==> src/rtl/rstmgr_pkg.sv <==
// Shared types and index helpers for the reset sequencer.
package rstmgr_pkg;

  // Sequencer states: stretch the merged reset, release domains in order, idle.
  typedef enum logic [1:0] {
    RstHold,
    RstRelease,
    RstRun
  } rst_state_e;

  // Cause register layout: source bits first, then software, then power-on.
  function automatic int cause_sw_idx(input int num_src);
    return num_src;
  endfunction

  function automatic int cause_por_idx(input int num_src);
    return num_src + 1;
  endfunction

  // Layout for the default three-source configuration.
  localparam int DefNumSrc   = 3;
  localparam int CauseSwIdx  = cause_sw_idx(DefNumSrc);
  localparam int CausePorIdx = cause_por_idx(DefNumSrc);

  function automatic int max_int(input int a, input int b);
    return (a > b) ? a : b;
  endfunction

endpackage

==> src/rtl/rst_sync.sv <==
// Multi-flop synchroniser for one asynchronous reset request bit.
module rst_sync #(
  parameter int Stages = 2
) (
  input  logic clk_i,
  input  logic rst_i,
  input  logic d_i,
  output logic q_o
);

  logic [Stages-1:0] sync_reg;

  // Shift the request through the chain; cleared by the system reset.
  always_ff @(posedge clk_i) begin
    if (rst_i) begin
      sync_reg <= '0;
    end else begin
      sync_reg <= {sync_reg[Stages-2:0], d_i};
    end
  end

  assign q_o = sync_reg[Stages-1];

endmodule

==> src/rtl/rst_seq_mgr.sv <==
// Reset sequencer: merges reset requests, stretches the merged reset and
// releases the reset domains one after another with a fixed gap.
// Optional sticky cause register enabled by defining RSTMGR_CAUSE_EN.
module rst_seq_mgr
  import rstmgr_pkg::*;
#(
  parameter int NumSrc        = 3,
  parameter int NumDom        = 3,
  parameter int SyncStages    = 2,
  parameter int StretchCycles = 16,
  parameter int ReleaseGap    = 4
) (
  input  logic              clk_i,
  input  logic              rst_i,
  input  logic [NumSrc-1:0] src_rst_i,
  input  logic              sw_rst_req_i,
  input  logic              cause_clr_i,
  output logic [NumDom-1:0] dom_rst_no,
  output logic              rst_busy_o,
  output logic [NumSrc+1:0] cause_o
);

  localparam int CntW     = $clog2(max_int(StretchCycles, ReleaseGap)) + 1;
  localparam int IdxW     = max_int(1, $clog2(NumDom + 1));
  localparam int CauseSw  = cause_sw_idx(NumSrc);
  localparam int CausePor = cause_por_idx(NumSrc);

  logic [NumSrc-1:0] src_sync;
  logic              req;

  rst_state_e        state_reg;
  logic [CntW-1:0]   cnt_reg;
  logic [IdxW-1:0]   idx_reg;
  logic [NumDom-1:0] dom_rst_reg;
  logic              busy_reg;

  // One synchroniser per asynchronous request source.
  for (genvar gi = 0; gi < NumSrc; gi++) begin : g_sync
    rst_sync #(
      .Stages (SyncStages)
    ) u_sync (
      .clk_i (clk_i),
      .rst_i (rst_i),
      .d_i   (src_rst_i[gi]),
      .q_o   (src_sync[gi])
    );
  end

  assign req = (|src_sync) | sw_rst_req_i;

  // Sequencer FSM; a request in any state beats a pending release.
  always_ff @(posedge clk_i) begin
    if (rst_i || req) begin
      state_reg   <= RstHold;
      cnt_reg     <= '0;
      idx_reg     <= '0;
      dom_rst_reg <= '0;
      busy_reg    <= 1'b1;
    end else begin
      case (state_reg)
        RstHold: begin
          if (cnt_reg == CntW'(StretchCycles - 1)) begin
            dom_rst_reg[0] <= 1'b1;
            cnt_reg        <= '0;
            idx_reg        <= IdxW'(1);
            if (NumDom == 1) begin
              state_reg <= RstRun;
              busy_reg  <= 1'b0;
            end else begin
              state_reg <= RstRelease;
            end
          end else begin
            cnt_reg <= cnt_reg + 1'b1;
          end
        end
        RstRelease: begin
          if (cnt_reg == CntW'(ReleaseGap - 1)) begin
            for (int d = 0; d < NumDom; d++) begin
              if (idx_reg == IdxW'(d)) begin
                dom_rst_reg[d] <= 1'b1;
              end
            end
            idx_reg <= idx_reg + 1'b1;
            cnt_reg <= '0;
            if (idx_reg == IdxW'(NumDom - 1)) begin
              state_reg <= RstRun;
              busy_reg  <= 1'b0;
            end
          end else begin
            cnt_reg <= cnt_reg + 1'b1;
          end
        end
        default: begin
          state_reg <= RstRun;
        end
      endcase
    end
  end

  assign dom_rst_no = dom_rst_reg;
  assign rst_busy_o = busy_reg;

`ifdef RSTMGR_CAUSE_EN
  logic [NumSrc+1:0] cause_reg;
  logic [NumSrc+1:0] cause_set;

  // New causes observed this cycle; these win over a simultaneous clear.
  always_comb begin
    cause_set                 = '0;
    cause_set[NumSrc-1:0]     = src_sync;
    cause_set[CauseSw]        = sw_rst_req_i;
  end

  // Sticky cause bits; system reset leaves only the power-on bit set.
  always_ff @(posedge clk_i) begin
    if (rst_i) begin
      cause_reg           <= '0;
      cause_reg[CausePor] <= 1'b1;
    end else begin
      cause_reg <= (cause_clr_i ? '0 : cause_reg) | cause_set;
    end
  end

  assign cause_o = cause_reg;
`else
  logic unused_cause_clr;
  assign unused_cause_clr = cause_clr_i;
  assign cause_o          = '0;
`endif

endmodule
==> config.mk <==
export PLATFORM = sky130hd
export DESIGN_NAME = rst_seq_mgr
export DESIGN_NICKNAME = d
export VERILOG_FILES = /design/src/rtl/rstmgr_pkg.sv /design/src/rtl/rst_sync.sv /design/src/rtl/rst_seq_mgr.sv
export SDC_FILE = /design/constraint.sdc
export NUM_CORES = 1
export LEC_CHECK = 0
export BUFFER_PORTS_ARGS = -buffer_cell sky130_fd_sc_hd__buf_4
export CELL_PAD_IN_SITES_DETAIL_PLACEMENT = 0
export CELL_PAD_IN_SITES_GLOBAL_PLACEMENT = 1
export CORE_MARGIN = 8
export CORE_UTILIZATION = 44
export DETAILED_ROUTE_END_ITERATION = 8
export HOLD_SLACK_MARGIN = 0.15
export PLACE_DENSITY = 0.83
export SYNTH_ARGS = -nofsm -noshare
export SYNTH_HDL_FRONTEND = slang
export SYNTH_SLANG_ARGS = --single-unit
==> constraint.sdc <==
create_clock -name clk_i -period 2.5 [get_ports clk_i]
set_input_delay 0.5 -clock clk_i [delete_from_list [all_inputs] [get_ports clk_i]]
set_output_delay 0.5 -clock clk_i [all_outputs]
set_load 0.005 [all_outputs]
# [Word level (Yosys, flattened, before mapping)]
# Cells that the tools add are included.
[classes] reduce_logical=10 n_addsub=2 muxes=13 bitwise_logic=1 n_eq_ne=9
[op_table] op="3-bit AND reduction" count=4
[op_table] op="5-bit two-way mux" count=2
[op_table] op="5-bit one-hot mux with 2 select lines" count=1
[op_table] op="2-bit two-way mux" count=4
[op_table] op="2-bit != test, second input constant" count=4
[op_table] op="2-bit one-hot mux with 2 select lines" count=2
[op_table] op="5-bit by 1-bit adder with 5-bit output, second input constant" count=1
[op_table] op="5-bit by 2-bit == test with 1-bit output, second input constant" count=1
[op_table] op="5-bit by 4-bit == test with 1-bit output, second input constant" count=1
[op_table] op="2-bit by 1-bit == test with 1-bit output, second input constant" count=2
[op_table] op="2-bit logical NOT" count=2
[op_table] op="4-bit AND reduction" count=1
[op_table] op="1-bit two-way mux" count=3
[op_table] op="3-bit OR reduction" count=1
[op_table] op="2-bit by 1-bit adder with 2-bit output, second input constant" count=1
[op_table] op="2-bit == test, second input constant" count=1
[op_table] op="1-bit one-hot mux with 2 select lines" count=1
[op_table] op="2-bit nonzero test" count=1
[op_table] op="1-bit logical OR" count=1
[op_table] op="1-bit bitwise OR" count=1
[word_totals] out_inout_bits=9 input_bits=7 reg_bits=19 elab_cells=45

# [Depth between registers and ports, before layout]
# Gate-level depths: netlist of the first run.
[depth] word_depth=4 mapped_depth=6 ltp_nobuf=6

# [Cells and area by module]
# From an unflattened synthesis of the first run, not the netlist that was laid out.
[unflattened] hier_cells=89 hier_area_um2=892.1
[by_module_without_submodules] mod="rst_seq_mgr" cells_each=77 instances=1 area_per_inst_um2=734.5 seq_area_each_um2=260.2
[by_module_without_submodules] mod="rst_sync" cells_each=4 instances=3 area_per_inst_um2=52.6 seq_area_each_um2=40.0

# [Least setup slack after synthesis of the first run]
# OpenSTA, ideal clock, no wires.
[synth_timing] path_kind="flip-flop to flip-flop" from="reg cnt_reg[0]" to="reg cnt_reg[0]" path_slack_ps=1083 setup_time_ps=123 stages_incl_launch_ff=5 arrival_time_ps=1293 n_path_buf=0 required_time_ps=2377 cell_sequence="dfxtp_1 > ha_1 > or4b_4 > o211ai_4 > nor3_1"
[synth_between] elab_chain_cells=3 elab_cells_between_ends=6 cone_classes="add/sub (1); eq/ne (2); mux (3)"
[synth_rtl] element="start, declared" line="rst_seq_mgr.sv:32" rtl="logic [CntW-1:0] cnt_reg;"
[synth_rtl] element="start signal, assigned" line="rst_seq_mgr.sv:73" rtl="cnt_reg <= cnt_reg + 1'b1;"
[synth_rtl] element="start signal, assigned" line="rst_seq_mgr.sv:90" rtl="cnt_reg <= cnt_reg + 1'b1;"
[synth_rtl] element="5-bit by 1-bit adder with 5-bit output (tied with other cells)" line="rst_seq_mgr.sv:73, rst_seq_mgr.sv:90"
[synth_rtl] element="5-bit two-way mux, on equally long branches" line="rst_seq_mgr.sv:77, rst_seq_mgr.sv:62"
[synth_rtl] element="5-bit one-hot mux with 2 select lines *" line="rst_seq_mgr.sv:60" rtl="case (state_reg)"
# Every way passes the cells marked *; elsewhere a longest branch is shown, timed or not.
# A chain may end at the register's enable or synchronous reset.

# [Worst setup path after layout of the first run]
[layout_timing] from="reg cnt_reg[0]" to="reg cnt_reg[1]"
# The elaborated chain is that of the path after synthesis.

==> results by group, run 1 <==
Finish
  • Max reg flops: 6
  • Sequential cell area: 380 um^2
  • Share of cells above drive strength 1: 17.3%
  • Area added between synthesis and finish: 11.3%
  • Filler instances: 183
  • Multi-input gate area: 453 um^2
  • # diodes: 0
  • Final nets: 111

CTS
  • Post-CTS Setup Bufs: 0
  • CTS tree: done
  • Num CTS Buffers: 3
  • Resized Gates After CTS: 0
  • Worst skew pair latency: 300 ps
  • Clock Sinks: 19
  • Clock transition at path regs: 100 ps
  • CTS root buf: clkbuf_4
  • H-Tree Depth: 1
  • Hold-fix buffers at CTS: 0
  • Clk buf depth: 2

Route
  • Final wirelength: 1450 um
  • First-pass detailed-route iteration total: 4
  • WL/cell: 11.6 um
  • DR vias/cell: 4.94
  • Drt first-iter violations: 13
  • Via Count: 618
  • ANT nets after route: 0
  • Drt drc: 0

GRT
  • First-pass GRT wire length: 2590 um
  • Overflow left after global routing: 0
  • Initial antenna violation count: 0
  • Largest net degree at the start of global routing: 11
  • Gr usage total: 9.20%
  • Vias in the first global route: 615

Worst setup path
  • Critical Path Source Type: flop
  • Setup crit end kind: flop
  • Critical Path AT: 1730 ps
  • CP max FO: 5
  • CP Class: reg2reg
  • Critical Path RT: 2700 ps

Die
  • Core area: 1920 um^2
  • Initial Util: 46.0%
  • Row cnt: 16
  • Die H: 60.8 um
  • Die area: 3700 um^2
  • Ports: 16
  • Chip width: 60.8 um

STA
  • Fin crit period: 1540 ps
  • Final Slew Violations: 0
  • Tcrit/Tclk final: 61.5%
  • Final hold vios: 0
  • Fmax: 0.651 GHz
  • Setup slack after layout: 963 ps
  • Unrepaired setup endpoints after global routing: false
  • Final setup viols: 0
  • Clock skew: 6.58 ps
  • Setup TNS: 0 ps

Synth
  • Synth Cell Area: 883 um^2
  • Sequential share of the synthesized area: 43.1%
  • Post-synth cell types: 33
  • Synth Area per Inst: 10.2 um^2
  • Post-synthesis cell count: 87
  • Yosys reg bits: 19
  • Area leader, netlist: dfxtp_1
  • Syn. warnings: 0
  • Synth top area cells: dfxtp_1 (43%), ha_1 (7.1%), nor2b_1 (7.1%), buf_4 (4.2%), inv_1 (2.5%)
  • Share of the synthesized area in the top cell type: 43.1%

Hold path
  • Worst hold-check path type: in2reg

Power and ir drop
  • PwrDens: 499 nW/um^2
  • Leak: 0.000384 uW
  • Peak VDD IR: 348 uV

Place
  • GPL Wtd Cong: 0.740
  • PortBufs: 9
  • Dpl hpwl: 1120 um
  • DP Worst Slack: 966 ps

Run
  • Max cap viols: 0

Run status
  • Status: completed
per-layer routing:
layer	up-vias	global-route usage (%)	part of all wire, %
li1	312	-	-
met3	5	3.39	7.2
met2	14	13.9	41
met5	-	0	0
met4	0	5.98	2.7
met1	287	10.7	49
path summary, 6_finish.rpt:
check | from | to | slack [ps] | cells past startpoint
setup / recovery | cnt_reg[0]$_SDFFE_PP0P_ | cnt_reg[1]$_SDFFE_PP0P_ | 960 | 4
hold / removal | src_rst_i[2] | g_sync[2].u_sync.sync_reg[0]$_SDFF_PP0_ | 410 | 2
setup reg to reg | cnt_reg[0]$_SDFFE_PP0P_ | cnt_reg[1]$_SDFFE_PP0P_ | 960 | 4
hold reg to reg | g_sync[1].u_sync.sync_reg[0]$_SDFF_PP0_ | g_sync[1].u_sync.sync_reg[1]$_SDFF_PP0_ | 440 | 1
placed cells by master (no fill, tap or decap), types with 2 or more instances in the layout:
cell type  Yosys  layout
nand3_1        3       3
mux2i_1        2       2
nor2b_1       10      10
buf_4          5       9
a31oi_1        2       2
ha_1           5       5
clkbuf_4       0       3
nor3b_1        2       2
nor3_1         3       3
o21ai_1        2       2
xor2_1         2       2
conb_1         1       5
dfxtp_1       19      19
nor2_1         3       3
inv_1          6       6
a21oi_1        4       4
logic make-up after synthesis:
group           count (synthesis)  synth area share, %
simple gates                   31                 24.9
compound gates                 14                 11.9
other cells                     1                0.425
xor+xnor                        3                 2.98
fa+ha+maj                       5                 7.08
buf+inv                        12                 7.37
mux                             2                 2.27
flops                          19                 43.1
final cells by class:
cell class	count	area share (%)
tap	27	3.44
clock buffer	4	2.67
multi-input combinational	60	46.1
sequential	19	38.7
timing repair buffer	9	6.87
inverter	6	2.29
worst max-delay path: stages, from the launching register on:
cell and delay [ps]:
dfxtp_1 380, ha_1 220, or4b_4 500, o211ai_4 240
nor3_1 80
metrics by stage:
stage               power (uW)  hold slack [ps]  std cells  cell area [um^2]  util [%]
floorplan                  338              414         91               898         -
global placement           342              418        121               957      49.8
detailed placement         343              422        121               957      49.8
CTS                        494              406        125               983      51.2
global route               508              416        125               983      51.2
finish                     490              410        125               983      51.2
synthesized netlist by cell type (all sizes together):
master and instances:
xor2 2, nor3 4, o221ai 1, dfxtp 19, nor2b 10, o21ai 2, a21oi 4, mux2i 2
nor4 1, nor4b 1, a211oi 1, ha 5, nand3 3, o211ai 2, or2b 1, xnor2 1
nand2 1, or4b 1, inv 6, and2 1, and3b 1, nor2 3, a31oi 2, buf 6
conb 1, nand4b 1, nor3b 2, a21o 1, nand4 1, o21ba 1
power by group:
group	switching, uW	internal [uW]
Combinational	13.1	12.2
Clock	91.7	62.2
Sequential	2.74	308
Note: power is estimated with default switching activity, not from simulation.
==> run 2, diff against run 1 <==
--- a/config.mk
+++ b/config.mk
@@ -9,10 +9,10 @@
 export CELL_PAD_IN_SITES_DETAIL_PLACEMENT = 0
 export CELL_PAD_IN_SITES_GLOBAL_PLACEMENT = 1
 export CORE_MARGIN = 8
-export CORE_UTILIZATION = 44
+export CORE_UTILIZATION = 40
 export DETAILED_ROUTE_END_ITERATION = 8
 export HOLD_SLACK_MARGIN = 0.15
-export PLACE_DENSITY = 0.83
+export PLACE_DENSITY = 0.77
 export SYNTH_ARGS = -nofsm -noshare
 export SYNTH_HDL_FRONTEND = slang
 export SYNTH_SLANG_ARGS = --single-unit
==> constraint.sdc (replaced) <==
create_clock -name clk_i -period 1.6 [get_ports clk_i]
set_input_delay 0.32 -clock clk_i [delete_from_list [all_inputs] [get_ports clk_i]]
set_output_delay 0.32 -clock clk_i [all_outputs]
set_load 0.005 [all_outputs]
==> run 2 against run 1 <==
Net effect: global-route usage decreased by 0.67 points; cell area rose by 2.9%; sequential power rose by 57%; wire length rose by 4.5%; sequential share of layout area down 0.98 points; hold slack worse by 190 ps; die area grew 7.3%; power is 60% higher; fmax grew 1.2%; clock power up 65%; highest routed layer unchanged.
==> results by group, run 2 (synthesized netlist as in run 1, its figures left out) <==
Finish
  • Most frequent cells in the layout: dfxtp_1 (18), buf_4 (11), nor2b_1 (10), inv_1 (6), conb_1 (5)
  • Filler instances: 204
  • Share of cells above drive strength 1: 23.0%
  • Max reg flops: 6
  • Final nets: 113
  • Final core utilization: 47.1%
  • Area added between synthesis and finish: 14.6%
  • # diodes: 0
  • Most common cell after layout, fill and taps aside: dfxtp_1
  • Fin cells: 128

Power and ir drop
  • Switching part of the total power: 23.5%
  • P_sw: 184 uW
  • Leak: 0.000396 uW
  • Combinational power share: 5.4%
  • Clk pwr share: 32.4%
  • PwrDens: 773 nW/um^2
  • Peak VDD IR: 456 uV
  • Reg power frac: 62.2%
  • Tot Pwr: 783 uW
  • Internal power: 599 uW

STA
  • Final hold vios: 0
  • Setup TNS: 0 ps
  • Fmax: 0.658 GHz
  • Final setup viols: 0
  • Tcrit/Tclk final: 95.0%
  • Fin crit period: 1520 ps
  • Clock skew: 1.34 ps
  • Unrepaired setup endpoints after global routing: false
  • Final Slew Violations: 0
  • Fin Hold WS: 218 ps

Worst setup path
  • Worst reg-to-reg setup slack: 80 ps
  • Setup crit end kind: flop
  • CP Class: reg2reg
  • Critical Path Source Type: flop
  • Critical Path AT: 1720 ps
  • CP endpoint: cnt_reg[0]$_SDFFE_PP0P_
  • R2R Path End: cnt_reg[0]$_SDFFE_PP0P_
  • R2R depth: 4
  • CP max FO: 5
  • Critical Path RT: 1800 ps
  • Setup crit start: cnt_reg[1]$_SDFFE_PP0P_
  • FF-to-FF Start: cnt_reg[1]$_SDFFE_PP0P_

CTS
  • CTS root buf: clkbuf_4
  • CTS tree: done
  • Num CTS Buffers: 3
  • H-Tree Depth: 1
  • Clock Sinks: 19
  • Clock transition at path regs: 110 ps
  • Resized Gates After CTS: 0
  • Post-CTS Setup Bufs: 0
  • Worst skew pair latency: 300 ps
  • Hold-fix buffers at CTS: 0
  • Clk buf depth: 2

Place
  • GPL Wtd Cong: 0.752
  • Dpl cells: 124
  • PortBufs: 9
  • Dpl hpwl: 1160 um

Run
  • Max cap viols: 0

Die
  • Row cnt: 17
  • Die area: 3970 um^2
  • Initial Util: 41.1%
  • Ports: 16
  • Die H: 63.0 um
  • Core area: 2150 um^2
  • Chip width: 63.0 um

GRT
  • Overflow left after global routing: 0
  • Vias in the first global route: 617
  • Largest net degree at the start of global routing: 13
  • Gr usage total: 8.53%
  • Initial antenna violation count: 0
  • First-pass GRT wire length: 2750 um

Route
  • Via Count: 636
  • DR vias/cell: 4.97
  • Drt drc: 0
  • WL/cell: 11.8 um
  • ANT nets after route: 0
  • Final wirelength: 1510 um
  • Drt first-iter violations: 10
  • First-pass detailed-route iteration total: 2

Hold path
  • Worst hold start: src_rst_i[2]
  • Worst hold-check path type: in2reg

Run status
  • Status: completed
==> run 2: cell count changes in the layout (fill, tap and decap cells not counted), sizes merged <==
cell      change
clkbuf        -1
clkinvlp      +1
buf           +2
==> run 2: worst min-delay path by stage <==
stage / to / slack (ps) / cells after the start
2_1_floorplan: g_sync[0].u_sync.sync_reg[0]$_SDFF_PP0_ / 390 / 1
3_3_place_gp: g_sync[2].u_sync.sync_reg[1]$_SDFF_PP0_ / 420 / 1
3_5_place_dp: g_sync[2].u_sync.sync_reg[1]$_SDFF_PP0_ / 430 / 1
4_1_cts: g_sync[2].u_sync.sync_reg[0]$_SDFF_PP0_ / 210 / 2
5_1_grt: g_sync[2].u_sync.sync_reg[0]$_SDFF_PP0_ / 200 / 2
6_report: g_sync[2].u_sync.sync_reg[0]$_SDFF_PP0_ / 220 / 2
==> run 2: power by group through the flow <==
stage	Clock (uW)	Combinational, uW	Sequential (uW)
finish	254	42.2	487
detailed placement	0	42.0	497
CTS	265	42.0	487
global placement	0	40.7	497
global route	284	47.8	488
floorplan	0	31.8	496
==> run 2: worst max-delay path, cell delays in order, from the launching register on <==
cell and delay (ps):
dfxtp_1 370, ha_2 220, or4b_4 490, o211ai_4 250, nor3_1 80
==> run 2: cell type report <==
| cell class | count | area (um^2) | share of cell area [%] |
|---|---|---|---|
| tap | 28 | 35.0 | 3.46 |
| multi-input combinational | 60 | 460 | 45.5 |
| inverter | 6 | 22.5 | 2.22 |
| clock inverter | 1 | 7.51 | 0.742 |
| sequential | 19 | 382 | 37.7 |
| timing repair buffer | 11 | 82.6 | 8.16 |
| clock buffer | 3 | 22.5 | 2.22 |
==> run 2: layer usage <==
metal / global-route usage, % / vias to the layer above / share of wire [%]
li1: - / 318 / -
met1: 9.38 / 303 / 47
met2: 13.4 / 13 / 48
met3: 4.48 / 2 / 4.5
met4: 3.42 / 0 / 0.53
met5: 0 / - / 0
==> run 2: per-stage QoR <==
| step | worst slack (ps) | cell area (um^2) |
|---|---|---|
| after global placement | 77.6 | 973 |
| after floorplan | 183 | 898 |
| after detailed placement | 46.6 | 973 |
| final | 80.7 | 1010 |
| after CTS | 16.5 | 1000 |
| after global routing | 9.32 | 1010 |
==> run 3, diff against run 2 <==
--- a/config.mk
+++ b/config.mk
@@ -6,10 +6,10 @@
 export NUM_CORES = 1
 export LEC_CHECK = 0
 export BUFFER_PORTS_ARGS = -buffer_cell sky130_fd_sc_hd__buf_4
-export CELL_PAD_IN_SITES_DETAIL_PLACEMENT = 0
-export CELL_PAD_IN_SITES_GLOBAL_PLACEMENT = 1
+export CELL_PAD_IN_SITES_DETAIL_PLACEMENT = 1
+export CELL_PAD_IN_SITES_GLOBAL_PLACEMENT = 2
 export CORE_MARGIN = 8
-export CORE_UTILIZATION = 40
+export CORE_UTILIZATION = 33
 export DETAILED_ROUTE_END_ITERATION = 8
 export HOLD_SLACK_MARGIN = 0.15
 export PLACE_DENSITY = 0.77
==> run 3 against run 2 <==
Net effect: power decreased by 1.0%; clock power decreased by 4%; via count increased by 0.47%; clock skew increased by 0.95 ps; global-route usage increased by 0.23 points; hold slack improved by 12 ps; highest routed layer unchanged.
==> results by group, run 3 (synthesized netlist as in run 1, its figures left out) <==
Finish
  • Most frequent cells in the layout: dfxtp_1 (18), buf_4 (11), nor2b_1 (10), inv_1 (6), conb_1 (5)
  • Share of cells above drive strength 1: 22.0%
  • Max reg flops: 6
  • # diodes: 0
  • Fin cells: 130
  • Area added between synthesis and finish: 15.2%
  • Filler instances: 295
  • Final nets: 113
  • Most common cell after layout, fill and taps aside: dfxtp_1
  • Final core utilization: 40.7%

Route
  • Via Count: 639
  • Drt first-iter violations: 28
  • Final wirelength: 1710 um
  • DR vias/cell: 4.92
  • First-pass detailed-route iteration total: 3
  • ANT nets after route: 0
  • Drt drc: 0
  • WL/cell: 13.2 um

Die
  • Initial Util: 35.3%
  • Chip width: 67.7 um
  • Die area: 4590 um^2
  • Ports: 16
  • Die H: 67.7 um
  • Core area: 2500 um^2
  • Row cnt: 18

GRT
  • Vias in the first global route: 678
  • Initial antenna violation count: 0
  • Overflow left after global routing: 0
  • Gr usage total: 8.76%
  • First-pass GRT wire length: 3040 um
  • Largest net degree at the start of global routing: 12

Worst setup path
  • CP cell instances: ha_4 -> or4b_4 -> o211ai_4 -> nor3_1
  • CP max FO: 5
  • CP Class: reg2reg
  • Setup crit end kind: flop
  • Critical Path RT: 1790 ps
  • Slowest stage delay, CP: 490 ps
  • Critical Path Source Type: flop
  • Critical Path AT: 1690 ps
  • Slowest library cell on the worst path: or4b_4

Power and ir drop
  • Combinational power share: 5.5%
  • Internal power: 597 uW
  • Leak: 0.000395 uW
  • P_sw: 178 uW
  • Clk pwr share: 31.6%
  • Switching part of the total power: 23.0%
  • PwrDens: 762 nW/um^2
  • Peak VDD IR: 443 uV
  • Tot Pwr: 775 uW
  • Reg power frac: 62.9%

Place
  • GPL Wtd Cong: 0.688
  • Dpl cells: 126
  • Dpl hpwl: 1350 um
  • DP Worst Slack: 50.3 ps
  • PortBufs: 9

STA
  • Setup TNS: 0 ps
  • Fmax: 0.666 GHz
  • Final setup viols: 0
  • Unrepaired setup endpoints after global routing: false
  • Setup slack after layout: 98.1 ps
  • Final hold vios: 0
  • Final Slew Violations: 0
  • Clock skew: 2.29 ps
  • Tcrit/Tclk final: 93.9%
  • Fin crit period: 1500 ps

Hold path
  • Worst hold-check path type: in2reg

CTS
  • CTS tree: done
  • Post-CTS Setup Bufs: 0
  • Clock transition at path regs: 110 ps
  • Num CTS Buffers: 3
  • CTS root buf: clkbuf_4
  • Clock Sinks: 19
  • Clk buf depth: 2
  • Worst skew pair latency: 300 ps
  • Hold-fix buffers at CTS: 0
  • H-Tree Depth: 1
  • Resized Gates After CTS: 0

Run
  • Max cap viols: 0

Run status
  • Status: completed
## run 3: cell count changes in the layout (fill, tap and decap cells not counted)
cell / change
clkinv_2: +1
clkinvlp_4: -1
ha_2: -1
ha_4: +1
nor3b_1: +1
nor3b_2: -1
## run 3: power groups by stage
stage	Combinational (uW)	Sequential (uW)	Clock, uW
global route	47.1	489	291
detailed placement	42.8	497	0
floorplan	31.8	496	0
CTS	43.0	487	268
global placement	41.2	497	0
finish	42.8	487	245
## run 3: routing by layer
| layer | GRT usage (%) | wire length [um] | vias up |
|---|---|---|---|
| li1 | - | - | 319 |
| met1 | 10.4 | 813 | 306 |
| met2 | 14.0 | 810 | 12 |
| met3 | 3.97 | 76 | 2 |
| met4 | 2.35 | 13 | 0 |
| met5 | 0 | 0 | - |
## run 3: final timing paths
check	start	cells after the start	slack (ps)	endpoint
min	src_rst_i[1]	2	230	g_sync[1].u_sync.sync_reg[0]$_SDFF_PP0_
max reg2reg	cnt_reg[1]$_SDFFE_PP0P_	4	100	cnt_reg[0]$_SDFFE_PP0P_
max	cnt_reg[1]$_SDFFE_PP0P_	4	100	cnt_reg[0]$_SDFFE_PP0P_
min reg2reg	g_sync[1].u_sync.sync_reg[0]$_SDFF_PP0_	1	450	g_sync[1].u_sync.sync_reg[1]$_SDFF_PP0_
## run 3: stage by stage
| stage | area, um^2 | hold WS, ps |
|---|---|---|
| after global placement | 976 | 419 |
| after floorplan | 898 | 392 |
| after global routing | 1020 | 196 |
| after CTS | 1000 | 210 |
| final | 1020 | 231 |
| after detailed placement | 976 | 435 |
## run 3: critical path: cells and delay by family (launching register included)
family | cells | cell delay [ps]
AND/OR/NAND/NOR | 2 | 570
flip-flops | 1 | 400
AO/OA/AOI/OAI | 1 | 270
adder cells (fa/ha/maj) | 1 | 160
## run 3: cell type report
| type | count | area, um^2 | share of cell area (%) |
|---|---|---|---|
| Clock inverter | 1 | 5.00 | 0.492 |
| Sequential cell | 19 | 382 | 37.5 |
| Multi-Input combinational cell | 60 | 465 | 45.8 |
| Tap cell | 30 | 37.5 | 3.69 |
| Timing Repair Buffer | 11 | 82.6 | 8.12 |
| Inverter | 6 | 22.5 | 2.21 |
| Clock buffer | 3 | 22.5 | 2.21 |
